<file path="config.mk">
export PLATFORM = sky130hd
export DESIGN_NAME = alu_exec_unit_flat
export DESIGN_NICKNAME = d
export VERILOG_FILES = /design/src/rtl/alu_exec_unit_if.sv /design/src/rtl/alu_exec_unit.sv /design/src/flat_wrapper.sv
export SDC_FILE = /design/constraint.sdc
export NUM_CORES = 1
export LEC_CHECK = 0
export CAP_MARGIN = 20
export CORE_ASPECT_RATIO = 0.6
export CORE_MARGIN = 2
export CORE_UTILIZATION = 45
export DETAILED_ROUTE_END_ITERATION = 10
export PLACE_DENSITY = 0.69
export SETUP_SLACK_MARGIN = 0.02
export SLEW_MARGIN = 20
export SYNTH_ARGS = -nofsm -noshare
export SYNTH_HDL_FRONTEND = slang
export SYNTH_SLANG_ARGS = --single-unit
</file>
<file path="constraint.sdc">
create_clock -name clk -period 10.4 [get_ports clk]
set_input_delay 1.04 -clock clk [delete_from_list [all_inputs] [get_ports clk]]
set_output_delay 1.04 -clock clk [all_outputs]
set_load 0.005 [all_outputs]
</file>
<file path="src/rtl/alu_exec_unit_if.sv">
// ---------------------------------------------------------------------------
// alu_exec_unit_if
//   Handshake bundle between the producer (decode/alu_control side plus the
//   result consumer) and the alu_exec_unit execute stage.
//   Optional feature macro: ALU_EXEC_OVF_EN (adds the ovf flag).
//
//   Signals
//     in_valid   operands + alu_ctr valid               (master -> slave)
//     in_ready   unit can accept an operation            (slave  -> master)
//     alu_ctr    operation select                        (master -> slave)
//     src_a      operand A                               (master -> slave)
//     src_b      operand B                               (master -> slave)
//     out_valid  result/result_hi/zero valid             (slave  -> master)
//     out_ready  consumer takes the result this cycle    (master -> slave)
//     result     result, low half of product for MULT    (slave  -> master)
//     result_hi  high half of product for MULT, else 0   (slave  -> master)
//     zero       registered (result == 0)                (slave  -> master)
//     ovf        signed overflow, ALU_EXEC_OVF_EN only   (slave  -> master)
// ---------------------------------------------------------------------------
interface alu_exec_unit_if #(
    parameter int WIDTH = 32
);
    logic             in_valid;
    logic             in_ready;
    logic [2:0]       alu_ctr;
    logic [WIDTH-1:0] src_a;
    logic [WIDTH-1:0] src_b;
    logic             out_valid;
    logic             out_ready;
    logic [WIDTH-1:0] result;
    logic [WIDTH-1:0] result_hi;
    logic             zero;
`ifdef ALU_EXEC_OVF_EN
    logic             ovf;
`endif

    modport master (
        output in_valid,
        input  in_ready,
        output alu_ctr,
        output src_a,
        output src_b,
        input  out_valid,
        output out_ready,
        input  result,
        input  result_hi,
        input  zero
`ifdef ALU_EXEC_OVF_EN
        ,
        input  ovf
`endif
    );

    modport slave (
        input  in_valid,
        output in_ready,
        input  alu_ctr,
        input  src_a,
        input  src_b,
        output out_valid,
        input  out_ready,
        output result,
        output result_hi,
        output zero
`ifdef ALU_EXEC_OVF_EN
        ,
        output ovf
`endif
    );
endinterface

</file>
<file path="src/rtl/alu_exec_unit.sv">
// ---------------------------------------------------------------------------
// alu_exec_unit
//   Execute stage behind alu_control. Codes 000-110 complete in one cycle;
//   code 111 is an iterative unsigned shift-add multiply producing a
//   2*WIDTH-bit product over WIDTH cycles. Valid/ready on both sides lets the
//   pipeline stall around the multiply and around a blocked consumer.
//   Optional feature macro: ALU_EXEC_OVF_EN (signed overflow flag on ovf).
//
//   Ports
//     clk    rising-edge clock
//     rst_n  asynchronous active-low reset
//     bus    alu_exec_unit_if.slave (handshakes, operands, results)
//
//   State | meaning
//   ------+--------------------------------------------------------------
//   IDLE  | accepting ops; single-cycle results registered directly
//   MUL   | shift-add multiply in progress, input side stalled
// ---------------------------------------------------------------------------
module alu_exec_unit #(
    parameter int WIDTH = 32
) (
    input  logic            clk,
    input  logic            rst_n,
    alu_exec_unit_if.slave  bus
);
    localparam int             CW       = $clog2(WIDTH);
    localparam logic [CW-1:0]  CNT_LAST = CW'(WIDTH - 1);

    localparam logic [2:0] OP_AND  = 3'b000;
    localparam logic [2:0] OP_OR   = 3'b001;
    localparam logic [2:0] OP_ADD  = 3'b010;
    localparam logic [2:0] OP_XOR  = 3'b011;
    localparam logic [2:0] OP_NOR  = 3'b100;
    localparam logic [2:0] OP_SLT  = 3'b101;
    localparam logic [2:0] OP_SUB  = 3'b110;
    localparam logic [2:0] OP_MULT = 3'b111;

    typedef enum logic {
        S_IDLE = 1'b0,
        S_MUL  = 1'b1
    } state_t;

    state_t               r_state;
    logic                 r_out_valid;
    logic [WIDTH-1:0]     r_result;
    logic [WIDTH-1:0]     r_result_hi;
    logic                 r_zero;
    logic [2*WIDTH-1:0]   r_mcand;
    logic [2*WIDTH-1:0]   r_acc;
    logic [WIDTH-1:0]     r_mplier;
    logic [CW-1:0]        r_cnt;

    logic                 w_in_ready;
    logic                 w_accept;
    logic [WIDTH-1:0]     w_sum;
    logic [WIDTH-1:0]     w_diff;
    logic                 w_slt;
    logic [WIDTH-1:0]     w_res;
    logic [2*WIDTH-1:0]   w_acc_next;

`ifdef ALU_EXEC_OVF_EN
    logic                 r_ovf;
    logic                 w_ovf;
`endif

    // rst_n gates in_ready so nothing looks acceptable while held in reset.
    assign w_in_ready = rst_n && (r_state == S_IDLE) && (!r_out_valid || bus.out_ready);
    assign w_accept   = bus.in_valid && w_in_ready;

    assign w_sum  = bus.src_a + bus.src_b;
    assign w_diff = bus.src_a - bus.src_b;
    assign w_slt  = $signed(bus.src_a) < $signed(bus.src_b);

    always_comb begin
        w_res = '0;
        case (bus.alu_ctr)
            OP_AND:  w_res = bus.src_a & bus.src_b;
            OP_OR:   w_res = bus.src_a | bus.src_b;
            OP_ADD:  w_res = w_sum;
            OP_XOR:  w_res = bus.src_a ^ bus.src_b;
            OP_NOR:  w_res = ~(bus.src_a | bus.src_b);
            OP_SLT:  w_res = {{(WIDTH-1){1'b0}}, w_slt};
            OP_SUB:  w_res = w_diff;
            default: w_res = '0;
        endcase
    end

`ifdef ALU_EXEC_OVF_EN
    always_comb begin
        w_ovf = 1'b0;
        case (bus.alu_ctr)
            OP_ADD:  w_ovf = (bus.src_a[WIDTH-1] == bus.src_b[WIDTH-1]) &&
                             (w_sum[WIDTH-1]  != bus.src_a[WIDTH-1]);
            OP_SUB:  w_ovf = (bus.src_a[WIDTH-1] != bus.src_b[WIDTH-1]) &&
                             (w_diff[WIDTH-1] != bus.src_a[WIDTH-1]);
            default: w_ovf = 1'b0;
        endcase
    end
`endif

    // Multiplicand is pre-shifted each cycle and the multiplier shifted right,
    // so bit 0 of r_mplier is always the current B[count].
    assign w_acc_next = r_mplier[0] ? (r_acc + r_mcand) : r_acc;

    always_ff @(posedge clk or negedge rst_n) begin
        if (!rst_n) begin
            r_state     <= S_IDLE;
            r_out_valid <= 1'b0;
            r_result    <= '0;
            r_result_hi <= '0;
            r_zero      <= 1'b0;
            r_mcand     <= '0;
            r_acc       <= '0;
            r_mplier    <= '0;
            r_cnt       <= '0;
`ifdef ALU_EXEC_OVF_EN
            r_ovf       <= 1'b0;
`endif
        end else begin
            case (r_state)
                S_IDLE: begin
                    if (w_accept) begin
                        if (bus.alu_ctr != OP_MULT) begin
                            r_result    <= w_res;
                            r_result_hi <= '0;
                            r_zero      <= (w_res == '0);
                            r_out_valid <= 1'b1;
`ifdef ALU_EXEC_OVF_EN
                            r_ovf       <= w_ovf;
`endif
                        end else begin
                            // Accept implies any pending result is consumed now.
                            r_mcand     <= {{WIDTH{1'b0}}, bus.src_a};
                            r_mplier    <= bus.src_b;
                            r_acc       <= '0;
                            r_cnt       <= CNT_LAST;
                            r_out_valid <= 1'b0;
                            r_state     <= S_MUL;
                        end
                    end else if (bus.out_ready) begin
                        r_out_valid <= 1'b0;
                    end
                end
                S_MUL: begin
                    r_acc    <= w_acc_next;
                    r_mcand  <= r_mcand << 1;
                    r_mplier <= r_mplier >> 1;
                    r_cnt    <= r_cnt - 1'b1;
                    if (r_cnt == '0) begin
                        r_result    <= w_acc_next[WIDTH-1:0];
                        r_result_hi <= w_acc_next[2*WIDTH-1:WIDTH];
                        r_zero      <= (w_acc_next[WIDTH-1:0] == '0);
                        r_out_valid <= 1'b1;
                        r_state     <= S_IDLE;
`ifdef ALU_EXEC_OVF_EN
                        r_ovf       <= 1'b0;
`endif
                    end
                end
                default: r_state <= S_IDLE;
            endcase
        end
    end

    assign bus.in_ready  = w_in_ready;
    assign bus.out_valid = r_out_valid;
    assign bus.result    = r_result;
    assign bus.result_hi = r_result_hi;
    assign bus.zero      = r_zero;
`ifdef ALU_EXEC_OVF_EN
    assign bus.ovf       = r_ovf;
`endif

endmodule
</file>
<file path="src/flat_wrapper.sv">
// flat-port wrapper written by rule: the top's interface ports become plain ports
module alu_exec_unit_flat 
#(
    parameter int WIDTH = 32
)
  (clk, rst_n, bus_in_valid, bus_in_ready, bus_alu_ctr, bus_src_a, bus_src_b, bus_out_valid, bus_out_ready, bus_result, bus_result_hi, bus_zero);
  alu_exec_unit_if #(.WIDTH(WIDTH)) bus_i ();
  input  logic clk;
  input  logic rst_n;
  input wire logic [$bits(bus_i.in_valid)-1:0] bus_in_valid;
  output wire logic [$bits(bus_i.in_ready)-1:0] bus_in_ready;
  input wire logic [$bits(bus_i.alu_ctr)-1:0] bus_alu_ctr;
  input wire logic [$bits(bus_i.src_a)-1:0] bus_src_a;
  input wire logic [$bits(bus_i.src_b)-1:0] bus_src_b;
  output wire logic [$bits(bus_i.out_valid)-1:0] bus_out_valid;
  input wire logic [$bits(bus_i.out_ready)-1:0] bus_out_ready;
  output wire logic [$bits(bus_i.result)-1:0] bus_result;
  output wire logic [$bits(bus_i.result_hi)-1:0] bus_result_hi;
  output wire logic [$bits(bus_i.zero)-1:0] bus_zero;
  assign bus_i.in_valid = bus_in_valid;
  assign bus_in_ready = bus_i.in_ready;
  assign bus_i.alu_ctr = bus_alu_ctr;
  assign bus_i.src_a = bus_src_a;
  assign bus_i.src_b = bus_src_b;
  assign bus_out_valid = bus_i.out_valid;
  assign bus_i.out_ready = bus_out_ready;
  assign bus_result = bus_i.result;
  assign bus_result_hi = bus_i.result_hi;
  assign bus_zero = bus_i.zero;
  alu_exec_unit #(.WIDTH(WIDTH)) u_core (.clk(clk), .rst_n(rst_n), .bus(bus_i));
endmodule
</file>
==> results.toml <==
[clocking]
cts_resized = 0
numClockSinks = 232
cts_buffers = 27
cts-root-buf = "clkbuf_16"
cts_tree = "done"
cts_hold_buf = 0
htreeDepth = 1
path_clk_slew_ns = 0.06
cts_setup_buffers = 0
insertion_delay_ns = 0.56
clk_path_buf_depth = 3

[sta]
holdWs_ns = 0.425
skew_ns = 0.00919
finalMaxSlewViolations = 0
max_slew.worst_pin.slew_ns = 1.04
max_freq_mhz = 187
finalSetupViolations = 0
fin_crit_sh_pct = 51.4
fin_crit_ns = 5.35
finalSetupTns_ns = 0
timing.slew.headroom_pct = 30.4
finalHoldViolations = 0
rsz0062_at_grt = "false"

[synthesis]
synth_top_cell_by_area = "dfrtp_1"
netlist_top_cells_area = "dfrtp_1 (30%), ha_1 (10%), nand2_1 (9.0%)"
ys_warn_count = 0
syn_nets = 2800
async_reset_ff_share_pct = 100
synthDistinctLibCells = 85
avgSynthCellArea_um2 = 7.64
synthCells = 2562
synth-edff-count = 0
synth.top_cell.area_share_pct = 29.7
yosysSeqAreaShare_pct = 29.7
synth_ff_type = "dfrtp_1"
ys_ff_latch = 232
synth_area_um2 = 19600

[route]
antenna_left = 0
drt-total-wl_um = 68500
dr.pass1.iters = 8
drc = 0
dr.first_iter.drc_count = 2318
routed_via_density = 6.06
via_count = 19300
wl_per_cell_um = 21.5

[grt]
grt_first_pass_wirelength_um = 106000
antenna_found_initial = 0
overflow = 0
grt_max_degree = 112
grt_pass1_vias = 17900
grt.total_usage_pct = 30.0

[placed_design]
dp_hpwl_um = 50800
routabilityCongestion = 0.998
port-buffer-count = 137

[worst_setup_path]
required_ns = 10.89
critPathMaxFanout = 50
end_kind = "flip-flop"
cp-start-kind = "input pin"
cp_data_arrival_time_ns = 5.84
crit_type = "input pin to flip-flop"

[floorplan]
coreArea_um2 = 43100
die_area_um2 = 45200
die_x_um = 273
die_height_um = 166
io_pins = 138
rows = 59
initial_utilization_pct = 45.4

[power_and_ir_drop]
finalPower_w = 0.00506
power_density_nw_per_um2 = 228
cellLeakagePower_nw = 10.3
ir_worst_vdd_mv = 0.157

[finish]
drive_above_1_share_pct = 5.63
num_antenna_cells = 0
final_nets = 2828
syn2layout_area_growth_pct = 13.2

[min_path]
hold_path.class = "input pin to asynchronous set/reset pin"

[run_status]
status = "finished, final reports clean"

[run]
maxCapViolCount = 0
## power breakdown
group          internal (W)  switching [W]  total (W)  leakage, nW
Clock              0.000605       0.000412    0.00102        0.456
Sequential          0.00124       0.000290    0.00153         3.03
Combinational       0.00103        0.00148    0.00251         6.83
## registers in the layout (all words and copies together) (netlist names)
name	count
u_core.r_acc	64
u_core.r_mcand	64
u_core.bus.result	32
u_core.bus.result_hi	32
u_core.r_mplier	32
u_core.r_cnt	5
u_core.bus.out_valid	1
u_core.bus.zero	1
u_core.r_state	1
## layout by cell type (no fill, tap or decap), types with 16 or more instances in the layout
cell / Yosys / final
a211oi_1: 23 / 23
a21o_1: 67 / 67
a21oi_1: 239 / 239
a221o_1: 16 / 16
a22oi_1: 30 / 30
buf_4: 0 / 25
clkbuf_16: 0 / 27
clkdlybuf4s50_1: 0 / 134
dfrtp_1: 232 / 230
ha_1: 164 / 164
inv_1: 117 / 117
mux2_2: 42 / 42
mux2i_1: 34 / 34
nand2_1: 470 / 470
nand2b_1: 25 / 25
nand3_1: 32 / 32
nand4_1: 31 / 31
nor2_1: 197 / 197
nor2b_1: 16 / 16
nor3_1: 32 / 32
o21ai_0: 263 / 262
o21bai_1: 27 / 27
o31ai_1: 19 / 19
xnor2_1: 40 / 40
xor2_1: 26 / 26
## area by class of cell
| cell class | instances | area, um^2 |
|---|---|---|
| timing repair buffer | 162 | 1550 |
| inverter | 122 | 458 |
| clock buffer | 36 | 749 |
| sequential | 232 | 5810 |
| clock inverter | 13 | 179 |
| multi-input combinational | 2045 | 12700 |
| tap | 579 | 724 |
| fill | 4212 | 21000 |
## metrics by stage
stage	worst slack, ns	utilization, %	instances	area (um^2)
CTS	5.28	51.4	3189	22200
detailed placement	4.71	49.2	3140	21200
global placement	4.71	49.2	3140	21200
floorplan	6.03	-	2562	19600
global route	4.94	51.4	3189	22200
finish	5.05	51.4	3189	22200
## per-layer routing
metal	track usage (%)	share of wire, %
met1	47.9	50
met4	6.23	2.0
met5	0	0
met3	5.13	9.2
met2	41.1	39
## path summary, 6_finish.rpt
| path | from | end | slack [ns] | cells after the start |
|---|---|---|---|---|
| min in group clk | u_core.bus.result[16]$_DFFE_PN0P_ | u_core.bus.result[16]$_DFFE_PN0P_ | 0.47 | 2 |
| worst max register to register | u_core.r_acc[0]$_DFFE_PN0P_ | u_core.bus.result_hi[26]$_DFFE_PN0P_ | 5.64 | 14 |
| worst max-delay path | bus_alu_ctr[0] | u_core.bus.zero$_DFFE_PN0P_ | 5.05 | 15 |
| worst min register to register | u_core.bus.result[16]$_DFFE_PN0P_ | u_core.bus.result[16]$_DFFE_PN0P_ | 0.47 | 2 |
| max in group asynchronous | rst_n | u_core.r_state$_DFF_PN0_ | 7.76 | 3 |
| worst min-delay path | rst_n | u_core.r_mcand[55]$_DFFE_PN0P_ | 0.43 | 1 |
## synthesized netlist by cell type (all sizes together) (7+ instances only)
| cell type | number |
|---|---|
| o21ai | 276 |
| nor3 | 32 |
| o21bai | 27 |
| a211oi | 24 |
| xnor2 | 40 |
| a21o | 67 |
| or2 | 9 |
| clkbuf | 139 |
| nor4 | 16 |
| xor2 | 26 |
| dfrtp | 232 |
| a211o | 8 |
| a41oi | 7 |
| nand4 | 31 |
| o211ai | 13 |
| nand2 | 471 |
| a32oi | 8 |
| a221o | 16 |
| a22oi | 30 |
| a21oi | 239 |
| a21boi | 12 |
| mux2i | 34 |
| nor2b | 17 |
| o21a | 11 |
| or4 | 8 |
| and2 | 10 |
| a221oi | 14 |
| nor2 | 199 |
| o31ai | 19 |
| o221ai | 13 |
| nand2b | 25 |
| buf | 24 |
| ha | 164 |
| inv | 120 |
| nand3 | 32 |
| and3 | 14 |
| mux2 | 43 |
| a31oi | 12 |
## kinds of logic after synthesis
logic type                 count (synthesis)  synth area share (%)
AOI/OAI and AO/OA                        852                  27.2
xor gates and xnor gates                  66                  2.95
adders and majority gates                167                  10.8
buffers and inverters                    285                  5.61
DFF                                      232                  29.7
muxes                                     78                  4.33
and+or+nand+nor                          882                  19.5
## critical path, cell delays in order
cell and delay [ns]:
buf_2 0.07, buf_4 0.53, nor2b_1 0.35, nand2_1 0.54, buf_4 0.34, o221ai_1 0.15, a221oi_2 0.29, o2111a_1 0.26
o211ai_1 0.16, or4_1 0.44, nor3_1 0.45, nand3_1 0.12, or4_1 0.55, nor4_1 0.31, a31o_1 0.20
Power figures use the tool's default switching activity.
